[src/rtl/fir_mac_sequencer.sv]
// Time-multiplexed FIR engine: walks an NTAPS-deep delay line against an external
// coefficient ROM through a shared combinational multiplier, accumulates, rescales and saturates.
module fir_mac_sequencer #(
  parameter int NTAPS     = 16,
  parameter int ADDR_W    = 4,
  parameter int ACC_W     = 24,
  parameter int OUT_SHIFT = 2
) (
  input  logic                xClk,
  input  logic                xRst,
  input  logic [15:0]         xSampleIn,
  input  logic                xSampleValid,
  output logic                xBusy,
  output logic                xOverrun,
  output logic [ADDR_W-1:0]   xCoefAddr,
  input  logic [15:0]         xCoef,
  output logic [15:0]         xMultiplicand,
  output logic [15:0]         xMultiplier,
  input  logic [15:0]         xProduct,
  output logic [15:0]         xSampleOut,
  output logic                xOutValid
);

  typedef enum logic [1:0] {IDLE, RUN, DRAIN, OUT} state_t;

  localparam int                SH_W = ACC_W + OUT_SHIFT;
  localparam logic [ADDR_W-1:0] LAST = ADDR_W'(NTAPS - 1);

  state_t                    state_q, state_d;
  logic signed [15:0]        delay_q [NTAPS];
  logic signed [15:0]        delay_d [NTAPS];
  logic [ADDR_W-1:0]         wp_q, wp_d;
  logic [ADDR_W-1:0]         rp_q, rp_d;
  logic [ADDR_W-1:0]         k_q, k_d;
  logic signed [ACC_W-1:0]   acc_q, acc_d;
  logic signed [15:0]        preg_q, preg_d;
  logic [15:0]               out_q, out_d;
  logic                      valid_q, valid_d;
  logic                      ovr_q, ovr_d;

  logic signed [ACC_W-1:0]   acc_sum;
  logic signed [SH_W-1:0]    acc_ext;
  logic signed [SH_W-1:0]    acc_shifted;
  logic [15:0]               sat_val;

  // Running sum including the product registered last cycle, and its saturated rescale.
  always_comb begin
    acc_sum     = acc_q + ACC_W'(preg_q);
    acc_ext     = SH_W'(acc_sum);
    acc_shifted = acc_ext <<< OUT_SHIFT;
    if (acc_shifted > SH_W'(32'sd32767)) begin
      sat_val = 16'h7FFF;
    end else if (acc_shifted < SH_W'(-32'sd32768)) begin
      sat_val = 16'h8000;
    end else begin
      sat_val = acc_shifted[15:0];
    end
  end

  always_comb begin
    state_d = state_q;
    delay_d = delay_q;
    wp_d    = wp_q;
    rp_d    = rp_q;
    k_d     = k_q;
    acc_d   = acc_q;
    preg_d  = xProduct;
    out_d   = out_q;
    valid_d = 1'b0;
    ovr_d   = xSampleValid && (state_q != IDLE);
    case (state_q)
      IDLE: begin
        if (xSampleValid) begin
          delay_d[wp_q] = xSampleIn;
          rp_d          = wp_q;
          wp_d          = (wp_q == LAST) ? '0 : wp_q + 1'b1;
          acc_d         = '0;
          k_d           = '0;
          state_d       = RUN;
        end
      end
      RUN: begin
        // The first RUN cycle has no product registered yet.
        if (k_q != '0) begin
          acc_d = acc_sum;
        end
        k_d  = k_q + 1'b1;
        rp_d = (rp_q == '0) ? LAST : rp_q - 1'b1;
        if (k_q == LAST) begin
          state_d = DRAIN;
        end
      end
      DRAIN: begin
        acc_d   = acc_sum;
        out_d   = sat_val;
        valid_d = 1'b1;
        state_d = OUT;
      end
      OUT: begin
        state_d = IDLE;
      end
      default: state_d = IDLE;
    endcase
  end

  always_ff @(posedge xClk) begin
    if (xRst) begin
      state_q <= IDLE;
      for (int i = 0; i < NTAPS; i++) begin
        delay_q[i] <= '0;
      end
      wp_q    <= '0;
      rp_q    <= '0;
      k_q     <= '0;
      acc_q   <= '0;
      preg_q  <= '0;
      out_q   <= '0;
      valid_q <= 1'b0;
      ovr_q   <= 1'b0;
    end else begin
      state_q <= state_d;
      delay_q <= delay_d;
      wp_q    <= wp_d;
      rp_q    <= rp_d;
      k_q     <= k_d;
      acc_q   <= acc_d;
      preg_q  <= preg_d;
      out_q   <= out_d;
      valid_q <= valid_d;
      ovr_q   <= ovr_d;
    end
  end

  assign xBusy         = (state_q != IDLE);
  assign xOverrun      = ovr_q;
  assign xOutValid     = valid_q;
  assign xSampleOut    = out_q;
  assign xCoefAddr     = (state_q == RUN) ? k_q : '0;
  assign xMultiplicand = (state_q == RUN) ? delay_q[rp_q] : '0;
  assign xMultiplier   = (state_q == RUN) ? xCoef : '0;

endmodule

[config.mk]
export PLATFORM = sky130hd
export DESIGN_NAME = fir_mac_sequencer
export DESIGN_NICKNAME = d
export VERILOG_FILES = /design/src/rtl/fir_mac_sequencer.sv
export SDC_FILE = /design/constraint.sdc
export NUM_CORES = 1
export LEC_CHECK = 0
export CAP_MARGIN = 20
export CORE_ASPECT_RATIO = 1.2
export CORE_MARGIN = 2
export CORE_UTILIZATION = 61
export CTS_BUF_LIST = sky130_fd_sc_hd__clkbuf_4
export CTS_CLUSTER_DIAMETER = 60
export DETAILED_ROUTE_END_ITERATION = 7
export PLACE_DENSITY = 0.83
export REMOVE_ABC_BUFFERS = 1
export SYNTH_ARGS = -nofsm -noshare
export SYNTH_HDL_FRONTEND = slang
export SYNTH_SLANG_ARGS = --single-unit
export TNS_END_PERCENT = 30
[constraint.sdc]
create_clock -name xClk -period 4.15 [get_ports xClk]
set_clock_uncertainty 0.2 [all_clocks]
set_input_delay 0.83 -clock xClk [delete_from_list [all_inputs] [get_ports xClk]]
set_output_delay 0.83 -clock xClk [all_outputs]
set_load 0.02 [all_outputs]
==> summary.log, run 1 <==
INFO  route          first_iteration_detailed_routing_drc_count=1,393
INFO  logic_synthesis synth_enable_flop_cells=0
INFO  route          remaining_drc_errors=0
INFO  timing         setup_slack=0.133ns
INFO  clock_network  max-clock-path-buffers=3
INFO  logic_synthesis syn-cell-area=0.0151mm2
INFO  layout         most-common-layout-cells=sky130_fd_sc_hd__nand2_1, sky130_fd_sc_hd__dfxtp_1, sky130_fd_sc_hd__a21oi_1
INFO  worst_setup_path worst_path_dominant_cell_family=multiplexers
INFO  worst_setup_path r2r_start=acc_q[0]$_SDFFE_PP0P_
INFO  route          postRouteAntennaNets=0
INFO  worst_setup_path reg2reg_slack=0.45ns
INFO  logic_synthesis synth.avg_cell_area=8.37um2
INFO  power_and_ir_drop power_density=506mW/mm2
INFO  clock_network  clkSlewWorstSetupHoldPaths=0.08ns
INFO  logic_synthesis yosys_most_used_dff=sky130_fd_sc_hd__dfxtp_1
INFO  logic_synthesis post_synth_main_area_contributors=sky130_fd_sc_hd__dfxtp_1, sky130_fd_sc_hd__nand2_1, sky130_fd_sc_hd__mux4_2, sky130_fd_sc_hd__a21oi_1, sky130_fd_sc_hd__clkbuf_1
INFO  placed_design  portBuffers=105
INFO  placed_design  pre_cts_slack=0.451ns
INFO  layout         final_net_count=2,020
INFO  timing         rsz_0062_raised_after_global_routing=false
INFO  floorplan      boundaryPins=106
INFO  timing         fmax=0.249GHz
INFO  clock_network  skew_pair_late_insertion_delay=0.72ns
INFO  timing         final.min_clock_period=4.02ns
INFO  global_routing grt_first_pass_wirelength=71,700um
INFO  hold_path      timing.hold.worst_path_depth=2
INFO  worst_setup_path crit_path_start_kind=register
INFO  timing         fin_tns_setup=0ns
INFO  run            number_of_max_cap_violations=0
INFO  logic_synthesis synth_top_area_share=43.3%
INFO  logic_synthesis seq_area_frac_synth=43.3%
INFO  worst_setup_path worstSetupPathType=reg2out
INFO  floorplan      floorplan.rows=63
INFO  floorplan      die_area=0.0261mm2
INFO  worst_setup_path max_stage_delay=0.53ns
INFO  clock_network  cts-htree-levels=3
INFO  logic_synthesis synthArstFlopShare=0%
INFO  status         run_status=complete, no violations
INFO  worst_setup_path reg2reg_to=xSampleOut[3]$_SDFFE_PP0P_
INFO  worst_setup_path critPathMaxFanout=26
INFO  clock_network  clock_tree.root_cell=sky130_fd_sc_hd__clkbuf_4
INFO  timing         timing.hold.ws=0.254ns
INFO  floorplan      fp.dieH=176um
INFO  global_routing number_of_global_route_vias_before_repair=14,200
INFO  worst_setup_path cp_num_buf_inv=2
INFO  worst_setup_path critical_path_stages=5
INFO  placed_design  place.gp.congestion=0.909
INFO  layout         commonest_non_fill_non_tap_cell_in_the_layout=sky130_fd_sc_hd__nand2_1
INFO  worst_setup_path worstPathArrival=2.99ns
INFO  worst_setup_path setup.worst_path.end_class=output pin
INFO  worst_setup_path reg2regPathDepth=12
INFO  clock_network  cts_buffer_count=81
INFO  timing         setup-violations-final=0
INFO  worst_setup_path cp_common_cell=sky130_fd_sc_hd__mux4_2
INFO  worst_setup_path cp_data_required_time=3.12ns
INFO  layout         fin_util=72.2%
INFO  route          vias=14,100
INFO  hold_path      hp-class=reg2reg
INFO  timing         finalHoldViolCount=0
INFO  power_and_ir_drop leakage=6.32nW
INFO  floorplan      start_util=61.6%
INFO  global_routing gr-total-overflow=0
INFO  route          detail_route.wl_per_cell=19.4um
INFO  layout         syn2layout_area_growth=17.1%
INFO  logic_synthesis post_synthesis_cell_count=1,806
INFO  power_and_ir_drop max-vdd-ir-drop=0.287mV
INFO  route          routed_wirelength=44,600um
INFO  logic_synthesis synth.ff_latch_count=327
INFO  hold_path      worst_hold_startpoint=delay_q[89]$_SDFFE_PP0P_
INFO  layout         ratio_of_cells_with_drive_above_1_in_the_final_layout=14.9%
INFO  route          detailedRoute.firstPassIterationCount=6
INFO  floorplan      core_region_area=0.0245mm2
INFO  timing         finalMaxSlewViolations=0
INFO  global_routing grt_max_degree=92
INFO  hold_path      hold_path_endpoint=delay_q[89]$_SDFFE_PP0P_
INFO  timing         portion_of_the_clock_cycle_consumed_by_the_worst_path_in_the_final_layout=96.8%
INFO  placed_design  hpwl=28,800um
INFO  timing         max_slew.worst_pin.slew=0.791ns
INFO  floorplan      die-width=148um
INFO  logic_synthesis yosys_warnings=0
INFO  logic_synthesis yosys.cell_types.count=61
INFO  power_and_ir_drop total_power=8.95mW
INFO  clock_network  cts.sink_count=327
INFO  worst_setup_path slowest_stage=sky130_fd_sc_hd__mux4_2
INFO  global_routing antenna_violations_before_repair=1
INFO  worst_setup_path cell_breakdown_of_the_critical_path=buf_12 > mux4_2 > mux4_2 > and2_1 > dlygate4sd2_1
INFO  timing         max-slew-margin-rel=47.1%
INFO  global_routing grt_use_total=34.7%
INFO  route          vias_per_cell=6.10
INFO  clock_network  cts_tree=yes
INFO  logic_synthesis cell_taking_the_most_area_after_synthesis=sky130_fd_sc_hd__dfxtp_1
[cell usage after synthesis, types with 15 or more instances]
cell type and instances:
sky130_fd_sc_hd__nor2_1 103, sky130_fd_sc_hd__and2_1 39, sky130_fd_sc_hd__a22oi_1 15, sky130_fd_sc_hd__dfxtp_1 327, sky130_fd_sc_hd__ha_1 35, sky130_fd_sc_hd__nor3_1 20, sky130_fd_sc_hd__nand3_1 26, sky130_fd_sc_hd__mux4_2 80
sky130_fd_sc_hd__nand2_1 550, sky130_fd_sc_hd__nor2b_1 20, sky130_fd_sc_hd__clkbuf_1 126, sky130_fd_sc_hd__o21ai_0 15, sky130_fd_sc_hd__a21oi_1 291
[per-layer routing]
layer  up-vias  GRT usage, %  share of wire (%)
li1       6470             -                  -
met1      6631          40.2                 35
met2       748          58.5                 48
met5         -             0                  0
met4         0          22.2                6.4
met3       223          7.52                9.6
[where the power goes]
part	total [mW]	leakage [nW]	switching, mW	internal, mW
clock	2.61	0.570	1.30	1.31
combinational	2.81	3.10	1.63	1.18
sequential	3.54	2.65	0.168	3.37
[worst max path at each step]
stage	slack (ns)	end	start
final	0.13	xMultiplicand[5]	rp_q[0]$_SDFFE_PP0P_
after global routing	0.08	xMultiplicand[13]	rp_q[0]$_SDFFE_PP0P_
after CTS	0.005	xMultiplicand[9]	rp_q[1]$_SDFFE_PP0P_
after detailed placement	0.45	xSampleOut[14]$_SDFFE_PP0P_	acc_q[0]$_SDFFE_PP0P_
after global placement	0.50	xMultiplicand[7]	rp_q[0]$_SDFFE_PP0P_
after floorplan	-0.76	xMultiplicand[0]	rp_q[0]$_SDFFE_PP0P_
[flip-flops by register name, summed over array words and instances (netlist names), 2 cells and up]
register / flops
k_q: 4
preg_q: 16
acc_q: 24
rp_q: 4
delay_q: 256
xSampleOut: 15
wp_q: 4
state_q: 2
[through the flow]
stage                     instance area (um2)  cells
after detailed placement                16700   2170
final                                   17700   2307
after floorplan                         14600   1663
after global routing                    17700   2307
after CTS                               17700   2306
after global placement                  16700   2170
[repair_timing]
item / 4_1_cts / 5_1_grt
resized for setup: 17 / 2
endpoints found under the setup margin: 14 / 1
buffers inserted: 5 / 0
hold buffers: 0 / 0
gates cloned: 0 / 0
[worst register-to-register path: cells and delay by family (launching register included)]
kind,cells,cell delay [ns]
AO/OA/AOI/OAI,6,1.36
adder cells (fa/ha/maj),2,0.66
buffers and inverters,1,0.24
flip-flops,1,0.31
AND/OR/NAND/NOR,3,0.79
[area by class of cell]
| cell class | count | area [um2] |
|---|---|---|
| inverters | 14 | 52.6 |
| clock buffers | 112 | 841 |
| well taps | 325 | 407 |
| fillers | 1810 | 6820 |
| diodes | 1 | 2.50 |
| multi-input cells | 1322 | 7980 |
| repair buffers | 187 | 1730 |
| clock inverters | 19 | 124 |
| flip-flops and latches | 327 | 6550 |
[kinds of logic after synthesis]
group,share of synthesized area [%]
AND/OR/NAND/NOR,22.0
AO/OA/AOI/OAI,14.6
flip-flops,43.3
buffers and inverters,3.99
multiplexers,12.2
adder cells (fa/ha/maj),3.03
XOR/XNOR,0.869
No activity file was read; power rests on OpenSTA's default activity.
==> run 2: changes to the inputs <==
--- a/config.mk
+++ b/config.mk
@@ -7,12 +7,11 @@
 export LEC_CHECK = 0
 export CAP_MARGIN = 20
 export CORE_ASPECT_RATIO = 1.2
-export CORE_MARGIN = 2
-export CORE_UTILIZATION = 61
+export CORE_UTILIZATION = 40
 export CTS_BUF_LIST = sky130_fd_sc_hd__clkbuf_4
 export CTS_CLUSTER_DIAMETER = 60
 export DETAILED_ROUTE_END_ITERATION = 7
-export PLACE_DENSITY = 0.83
+export PLACE_DENSITY = 0.59
 export REMOVE_ABC_BUFFERS = 1
 export SYNTH_ARGS = -nofsm -noshare
 export SYNTH_HDL_FRONTEND = slang
==> run 2 against run 1 <==
  * The flow now finishes with violations (DRC)
  * Design area rose by 1.9%
  * Combinational power rose by 4%
  * Die area rose by 48%
  * Core utilization fell by 23 points
  * Routed wire length rose by 8.6%
  * Sequential share of layout area fell by 0.69 points
  * Global-route usage fell by 9.9 points
  * Hold slack got worse by 0.0013 ns
  * Clock power rose by 10%
  * Non-clock buffer count fell by 13
  * Critical path type unchanged
  * Largest cell class unchanged
  * Largest power group unchanged
==> summary.log, run 2 (synthesis results as in run 1) <==
INFO  worst_setup_path setup.worst_path.end_class=output pin
INFO  power_and_ir_drop total_power=9.33mW [+4.2%]
INFO  worst_setup_path crit_path_start_kind=register
INFO  worst_setup_path reg2regPathDepth=12 [unchanged]
INFO  floorplan      fp.dieH=215um [+22%]
INFO  worst_setup_path r2r_start=acc_q[0]$_SDFFE_PP0P_
INFO  layout         commonest_non_fill_non_tap_cell_in_the_layout=sky130_fd_sc_hd__nand2_1
INFO  timing         portion_of_the_clock_cycle_consumed_by_the_worst_path_in_the_final_layout=97.5% [+0.72 points]
INFO  worst_setup_path cell_breakdown_of_the_critical_path=buf_4 > clkbuf_16 > mux4_2 > mux4_2 > and2_1 > dlygate4sd2_1
INFO  hold_path      worst_hold_startpoint=delay_q[208]$_SDFFE_PP0P_
INFO  global_routing grt_first_pass_wirelength=74,400um [+3.7%]
INFO  layout         ratio_of_cells_with_drive_above_1_in_the_final_layout=14.6% [-0.34 points]
INFO  global_routing number_of_global_route_vias_before_repair=13,300 [-6.5%]
INFO  clock_network  cts_hold_repair.buffers=0 [unchanged]
INFO  worst_setup_path slowest_stage=sky130_fd_sc_hd__mux4_2
INFO  global_routing gr-total-overflow=0 [unchanged]
INFO  floorplan      floorplan.rows=77 [+22%]
INFO  timing         setup-violations-final=0 [unchanged]
INFO  clock_network  max-clock-path-buffers=3 [unchanged]
INFO  power_and_ir_drop power_density=518mW/mm2 [+2.3%]
INFO  floorplan      die-width=179um [+22%]
INFO  route          remaining_drc_errors=32 [+32]
INFO  timing         final.min_clock_period=4.05ns [+0.0299 ns]
INFO  clock_network  clkSlewWorstSetupHoldPaths=0.06ns [-0.02 ns]
INFO  clock_network  cts_buffer_count=88 [+8.6%]
INFO  worst_setup_path reg2reg_slack=0.50ns [+0.05 ns]
INFO  status         run_status=finished with violations
INFO  placed_design  place.gp.congestion=0.852 [-6.3%]
INFO  route          vias_per_cell=5.57 [-8.7%]
INFO  clock_network  skew_pair_late_insertion_delay=0.76ns [+0.04 ns]
INFO  worst_setup_path critPathMaxFanout=13 [-50%]
INFO  layout         final_cell_count_no_fill=2,462 [+6.7%]
INFO  layout         largest_register_ffs=256 [unchanged]
INFO  route          first_iteration_detailed_routing_drc_count=1,193 [-14%]
INFO  clock_network  cts.sink_count=327 [unchanged]
INFO  global_routing grt_use_total=24.9% [-9.9 points]
INFO  hold_path      hold_path_endpoint=delay_q[208]$_SDFFE_PP0P_
INFO  layout         syn2layout_area_growth=19.3%
INFO  timing         max_slew.worst_pin.slew=0.813ns [+0.0220 ns]
INFO  clock_network  cts_tree=yes
INFO  clock_network  clock_tree.root_cell=sky130_fd_sc_hd__clkbuf_4
INFO  timing         rsz_0062_raised_after_global_routing=false
INFO  run            number_of_max_cap_violations=0 [unchanged]
INFO  placed_design  place_area=0.0168mm2 [+0.82%]
INFO  placed_design  placed_cells=2,307 [+6.3%]
INFO  worst_setup_path worstPathArrival=3.02ns [+0.03 ns]
INFO  hold_path      timing.hold.worst_path_depth=2 [unchanged]
INFO  placed_design  hpwl=29,000um [+0.89%]
INFO  status         violations=DRC
INFO  layout         most-common-layout-cells=sky130_fd_sc_hd__nand2_1, sky130_fd_sc_hd__dfxtp_1, sky130_fd_sc_hd__a21oi_1
INFO  global_routing grt_max_degree=124 [+35%]
INFO  placed_design  portBuffers=105 [unchanged]
INFO  power_and_ir_drop leakage=6.38nW [+1.0%]
INFO  worst_setup_path worst_path_dominant_cell_family=multiplexers
INFO  timing         setup_slack=0.103ns [-0.0299 ns]
INFO  floorplan      start_util=40.8% [-21 points]
INFO  global_routing antenna_violations_before_repair=1 [unchanged]
INFO  worst_setup_path reg2reg_to=xSampleOut[5]$_SDFFE_PP0P_
INFO  timing         fmax=0.247GHz [-0.74%]
INFO  placed_design  pre_cts_slack=0.506ns [+0.0552 ns]
INFO  route          detail_route.wl_per_cell=19.7um [+1.8%]
INFO  timing         max-slew-margin-rel=45.8% [-1.3 points]
INFO  layout         finalInstanceArea=0.0180mm2 [+1.9%]
INFO  layout         fin_util=48.7% [-23 points]
INFO  layout         filler_cell_count=3,608 [+99%]
INFO  floorplan      die_area=0.0386mm2 [+48%]
INFO  worst_setup_path max_stage_delay=0.54ns [about the same]
INFO  floorplan      boundaryPins=106 [unchanged]
INFO  power_and_ir_drop max-vdd-ir-drop=0.303mV [+5.7%]
INFO  route          routed_wirelength=48,500um [+8.6%]
INFO  layout         regMostFlops=delay_q
INFO  timing         finalHoldViolCount=0 [unchanged]
INFO  worst_setup_path cp_data_required_time=3.12ns [about the same]
INFO  timing         finalMaxSlewViolations=0 [unchanged]
INFO  worst_setup_path worstSetupPathType=reg2out
INFO  hold_path      hp-class=reg2reg
INFO  route          vias=13,700 [-2.6%]
INFO  clock_network  cts-htree-levels=3 [unchanged]
INFO  worst_setup_path cp_num_buf_inv=3 [+1]
INFO  floorplan      core_region_area=0.0370mm2 [+51%]
INFO  route          detailedRoute.firstPassIterationCount=8 [+2]
INFO  worst_setup_path cp_common_cell=sky130_fd_sc_hd__mux4_2
INFO  route          postRouteAntennaNets=0 [unchanged]
INFO  layout         layout_top_registers=delay_q (256), acc_q (24), preg_q (16)
INFO  layout         final_net_count=2,014 [-0.30%]
-- run 2: worst max path at each step --
stage                                     start                          end  slack [ns]  cells past startpoint
after floorplan            rp_q[0]$_SDFFE_PP0P_             xMultiplicand[0]       -0.76                      3
after global placement    acc_q[0]$_SDFFE_PP0P_  xSampleOut[11]$_SDFFE_PP0P_        0.49                     12
after detailed placement  acc_q[0]$_SDFFE_PP0P_   xSampleOut[9]$_SDFFE_PP0P_        0.51                     12
after CTS                  rp_q[0]$_SDFFE_PP0P_            xMultiplicand[15]       -0.15                      5
after global routing       rp_q[0]$_SDFFE_PP0P_             xMultiplicand[1]       0.007                      6
final                      rp_q[0]$_SDFFE_PP0P_             xMultiplicand[8]        0.10                      6
-- run 2: cell type report --
class	count	area, um2	share of cell area, %
diodes	2	5.00	0.0278
clock buffers	119	893	4.96
clock inverters	30	204	1.13
inverters	14	52.6	0.291
flip-flops and latches	327	6550	36.4
well taps	474	593	3.29
multi-input cells	1322	7980	44.3
repair buffers	174	1740	9.67
-- run 2: stage by stage --
step | setup TNS [ns] | hold WS (ns)
2_1_floorplan | -12.19 | 0.227
3_3_place_gp | 0 | 0.238
3_5_place_dp | 0 | 0.245
4_1_cts | -0.508 | 0.253
5_1_grt | 0 | 0.269
6_report | 0 | 0.253
-- run 2: power breakdown --
part           internal [mW]  switching (mW)
combinational           1.22            1.70
sequential              3.37           0.159
clock                   1.51            1.37
total                   6.10            3.23
-- run 2: layer usage --
metal,track usage [%],vias to the layer above,wire [um],share of wire [%]
met3,4.59,126,3760,7.8
met2,42.3,561,23900,49
met1,30.2,6538,19000,39
met4,12.5,0,1770,3.6
li1,-,6481,-,-
met5,0,-,0,0
-- run 2: worst register-to-register path, delay by kind of cell (launching register included) --
family                     cells  cell delay (ns)
buffers and inverters          1             0.25
adders and majority gates      2             0.67
DFF                            1             0.31
and+or+nand+nor                3             0.76
AOI/OAI and AO/OA              6             1.29
-- run 2: what timing repair did --
action / in CTS / in global routing
gates resized for setup: 19 / 10
setup buffers: 0 / 2
setup endpoints to repair: 16 / 4
cloned: 0 / 2
